[src/rtl/ram4k_arbiter.sv]
// Two-requester arbiter in front of a 4K x 16 single-port RAM (IDLE/ACCESS/DONE).
// Define RAM4K_ARB_FIXED_PRIO_EN for fixed priority (req0 wins); default is round-robin.
module ram4k_arbiter (
  input  logic        clk,
  input  logic        rst_n,
  input  logic        req0,
  input  logic        we0,
  input  logic [11:0] addr0,
  input  logic [15:0] wdata0,
  output logic        ack0,
  output logic [15:0] rdata0,
  input  logic        req1,
  input  logic        we1,
  input  logic [11:0] addr1,
  input  logic [15:0] wdata1,
  output logic        ack1,
  output logic [15:0] rdata1,
  output logic        ram_load,
  output logic [11:0] ram_addr,
  output logic [15:0] ram_in,
  input  logic [15:0] ram_out,
  output logic        busy
);

  typedef enum logic [1:0] {
    IDLE   = 2'd0,
    ACCESS = 2'd1,
    DONE   = 2'd2
  } state_t;

  state_t state_r;
  // Owner of the current transaction; in round-robin builds also the last-granted pointer.
  logic   winner_r;
  logic   grant_valid_s;
  logic   grant_s;

  // Winner selection for the IDLE grant edge.
  always_comb begin
    grant_valid_s = req0 | req1;
    grant_s       = 1'b0;
`ifdef RAM4K_ARB_FIXED_PRIO_EN
    if (req0) begin
      grant_s = 1'b0;
    end else begin
      grant_s = 1'b1;
    end
`else
    if (req0 && req1) begin
      grant_s = ~winner_r;
    end else if (req1) begin
      grant_s = 1'b1;
    end else begin
      grant_s = 1'b0;
    end
`endif
  end

  // Transaction FSM with registered RAM, ack, rdata and busy outputs.
  always_ff @(posedge clk) begin
    if (!rst_n) begin
      state_r  <= IDLE;
`ifdef RAM4K_ARB_FIXED_PRIO_EN
      winner_r <= 1'b0;
`else
      winner_r <= 1'b1;
`endif
      ack0     <= 1'b0;
      ack1     <= 1'b0;
      rdata0   <= 16'h0000;
      rdata1   <= 16'h0000;
      ram_load <= 1'b0;
      ram_addr <= 12'h000;
      ram_in   <= 16'h0000;
      busy     <= 1'b0;
    end else begin
      case (state_r)
        IDLE: begin
          ack0     <= 1'b0;
          ack1     <= 1'b0;
          ram_load <= 1'b0;
          if (grant_valid_s) begin
            winner_r <= grant_s;
            busy     <= 1'b1;
            state_r  <= ACCESS;
            // The RAM output registers double as the latched request.
            if (grant_s) begin
              ram_addr <= addr1;
              ram_in   <= wdata1;
              ram_load <= we1;
            end else begin
              ram_addr <= addr0;
              ram_in   <= wdata0;
              ram_load <= we0;
            end
          end else begin
            busy <= 1'b0;
          end
        end
        ACCESS: begin
          ram_load <= 1'b0;
          if (!ram_load) begin
            if (winner_r) begin
              rdata1 <= ram_out;
            end else begin
              rdata0 <= ram_out;
            end
          end
          ack0    <= ~winner_r;
          ack1    <= winner_r;
          state_r <= DONE;
        end
        DONE: begin
          ack0    <= 1'b0;
          ack1    <= 1'b0;
          busy    <= 1'b0;
          state_r <= IDLE;
        end
        default: begin
          ack0     <= 1'b0;
          ack1     <= 1'b0;
          ram_load <= 1'b0;
          busy     <= 1'b0;
          state_r  <= IDLE;
        end
      endcase
    end
  end

endmodule

[config.mk]
export PLATFORM = sky130hd
export DESIGN_NAME = ram4k_arbiter
export DESIGN_NICKNAME = d
export VERILOG_FILES = /design/src/rtl/ram4k_arbiter.sv
export SDC_FILE = /design/constraint.sdc
export NUM_CORES = 1
export LEC_CHECK = 0
export CAP_MARGIN = 25
export CORE_ASPECT_RATIO = 0.5
export CORE_UTILIZATION = 43
export CTS_BUF_LIST = sky130_fd_sc_hd__clkbuf_16
export DETAILED_ROUTE_END_ITERATION = 12
export GPL_ROUTABILITY_DRIVEN = 0
export PLACE_DENSITY_LB_ADDON = 0.3
export SETUP_SLACK_MARGIN = 0.15
export SLEW_MARGIN = 20
export SYNTH_ARGS = -nofsm -noshare
export SYNTH_HDL_FRONTEND = slang
export SYNTH_SLANG_ARGS = --single-unit
[constraint.sdc]
create_clock -name clk -period 4 [get_ports clk]
set_clock_uncertainty 0.05 [all_clocks]
set_input_delay 0.8 -clock clk [delete_from_list [all_inputs] [get_ports clk]]
set_output_delay 0.8 -clock clk [all_outputs]
set_load 0.02 [all_outputs]
==> flow_summary.json <==
{
  "path_clk_slew_ns": 0.05,
  "utilization_pct": 72.7,
  "finalSetupViolCount": 0,
  "chipHeight_um": 59.0,
  "synth_edf_count": 0,
  "cap_violations": 0,
  "ys.flop_type": "dfxtp_1",
  "end_kind": "flip-flop",
  "min_period_ns": 2.32,
  "cts_made_buffers": 9,
  "cts_setup_buffers": 0,
  "rows": 20,
  "fp.coreArea_um2": 6160,
  "clock_sinks": 67,
  "cp_cell_sequence": "clkdlybuf4s50_1 > or2_1 > buf_4 > and2_1 > buf_4 > a311oi_2",
  "via_count": 2813,
  "peakVddDrop_mv": 0.308,
  "wirelength_um": 7730,
  "cts-root-buf": "clkbuf_16",
  "antenna_cells": 0,
  "rsz0062_at_grt": "no",
  "status": "complete, no violations",
  "start_util_pct": 45.3,
  "max_stage_delay_ns": 0.53,
  "htree_levels": 3,
  "place_ws_ns": 1.35,
  "grt_pass1_wl_um": 12300,
  "crit_end": "ram_addr[1]",
  "ioPinCount": 142,
  "ys_ff_latch": 67,
  "leakage_nw": 1.65,
  "r2r_start": "winner_r",
  "critPathRequiredTime_ns": 4.12,
  "hold_violations": 0,
  "p_total_mw": 1.86,
  "placed_area_um2": 4200,
  "path_depth": 6,
  "dpl.hpwl_um": 5370,
  "grt_pass1_vias": 2712,
  "synthesis.nets": 406,
  "fmax_ghz": 0.431,
  "cp-start-kind": "input port",
  "layout_common_cells": "clkdlybuf4s50_1 (140), nand2_1 (89), dfxtp_1 (67), nand3_1 (32), a21oi_1 (30)",
  "reg2reg_depth": 4,
  "startpoint": "req0",
  "combPwrFrac_pct": 22.9,
  "seqPwrFrac_pct": 40.5,
  "drv_slew": 0,
  "cp.arrival_ns": 2.45,
  "drcViolationCount": 0,
  "numPortBuffers": 141,
  "cp_top_family": "buffers and inverters",
  "grt_overflow": 0,
  "cts_buffer_depth": 2,
  "grt_usage_pct": 23.1,
  "swShare_pct": 27.8,
  "grt_max_degree": 66,
  "fin_hold_ws_ns": 0.406,
  "fin_cells": 547,
  "routed_via_density": 5.14,
  "antenna_left": 0,
  "power_density_nw_per_um2": 417,
  "antenna_found_initial": 0,
  "r2r_end": "rdata0[8]",
  "insertion_delay_ns": 0.31,
  "ys_seq_area_share_pct": 48.1,
  "crit_buf_inv": 3,
  "cts_tree": "done",
  "crit_top_cell": "buf_4",
  "async_flop_share_pct": 0,
  "syn_area_per_cell_um2": 8.51,
  "internal_power_mw": 1.34,
  "fin_setup_tns_ns": 0,
  "final.fill_count": 516,
  "post_cts_resized": 0,
  "synth_cell_types": 29,
  "multi_input_area_um2": 1280,
  "finalCritPeriodShare_pct": 58.0,
  "layout.area.seq_um2": 1340,
  "cp_slowest_cell": "clkdlybuf4s50_1",
  "p_clk_share_pct": 36.5,
  "layout-drive-gt1-share_pct": 10.2,
  "syn_to_final_growth_pct": 60.4,
  "cts_hold_buf": 0,
  "drt-wirelength-per-cell_um": 14.1,
  "final_nets": 532,
  "synth_cells": 328,
  "dp_cells": 530,
  "worst_pin_slew_ns": 0.576,
  "layout_commonest_cell": "clkdlybuf4s50_1",
  "yosysWarningCount": 0,
  "drt_iter0_markers": 191,
  "first_pass_iters": 4,
  "p_sw_mw": 0.519,
  "worstSetupPathType": "input port to flip-flop",
  "fin_area_um2": 4470,
  "syn-cell-area_um2": 2790,
  "dieArea_um2": 6830,
  "die_w_um": 116,
  "rrSetupSlack_ns": 2.17,
  "hp-class": "flip-flop to flip-flop",
  "max_slew_margin_pct": 61.6,
  "critical_path_peak_fanout": 32,
  "setup_slack_ns": 1.68
}
-- per-layer routing --
layer  global-route usage [%]  routed length [µm]  vias up
met2                     41.0                3900       98
met3                     4.84                 370       12
met4                     9.52                  91        0
met5                        0                   0        -
met1                     27.7                3370     1294
li1                         -                   -     1409
-- cells in the mapped netlist (2+ instances only) --
cell type / count / area (µm²)
a21oi_1: 30 / 150
a311oi_1: 18 / 158
a311oi_2: 10 / 150
and2_1: 2 / 12.5
buf_1: 2 / 7.51
buf_2: 6 / 30.0
buf_6: 5 / 56.3
clkbuf_1: 20 / 75.1
dfxtp_1: 67 / 1340
nand2_1: 89 / 334
nand3_1: 32 / 160
o21ai_0: 16 / 80.1
o21ai_1: 5 / 25.0
o21ai_2: 11 / 96.3
-- power by group through the flow --
| stage | clock (mW) | sequential (mW) | combinational, mW |
|---|---|---|---|
| 5_1_grt | 0.725 | 0.762 | 0.455 |
| 4_1_cts | 0.694 | 0.755 | 0.426 |
| 3_3_place_gp | 0 | 0.767 | 0.412 |
| 6_report | 0.681 | 0.755 | 0.427 |
| 2_1_floorplan | 0 | 0.826 | 0.159 |
| 3_5_place_dp | 0 | 0.768 | 0.424 |
-- final cells by class --
| type | instances | area share, % |
|---|---|---|
| clock buffer | 9 | 5.03 |
| clock inverter | 7 | 0.839 |
| inverter | 1 | 0.0839 |
| multi-input combinational | 227 | 28.7 |
| sequential | 67 | 30.0 |
| tap | 88 | 2.46 |
| timing repair buffer | 148 | 32.9 |
-- cell families after synthesis --
logic type	share of synthesized area [%]
and+or+nand+nor	20.4
AOI/OAI and AO/OA	25.4
DFF	48.1
buffers and inverters	6.19
-- worst min path at each step --
stage               startpoint  slack, ns          to  cells after the start
global route        rdata0[14]       0.43  rdata0[14]                      2
global placement    rdata0[15]       0.39  rdata0[15]                      2
CTS                  rdata0[9]       0.41   rdata0[9]                      2
detailed placement   rdata0[9]       0.40   rdata0[9]                      2
finish               rdata0[9]       0.41   rdata0[9]                      2
floorplan             winner_r       0.40        ack0                      1
-- worst reg2reg max path: cells and delay by family, from the launching register on --
family | cells | cell delay, ns
and+or+nand+nor | 2 | 0.93
AOI/OAI and AO/OA | 1 | 0.07
buffers and inverters | 1 | 0.28
DFF | 1 | 0.37
-- flip-flops by register name, indices dropped and copies added, names as in the netlist --
register / cells
ram_in: 16
rdata0: 16
rdata1: 16
ram_addr: 12
state_r: 2
ack0: 1
ack1: 1
busy: 1
ram_load: 1
winner_r: 1
Power figures use the tool's default switching activity.
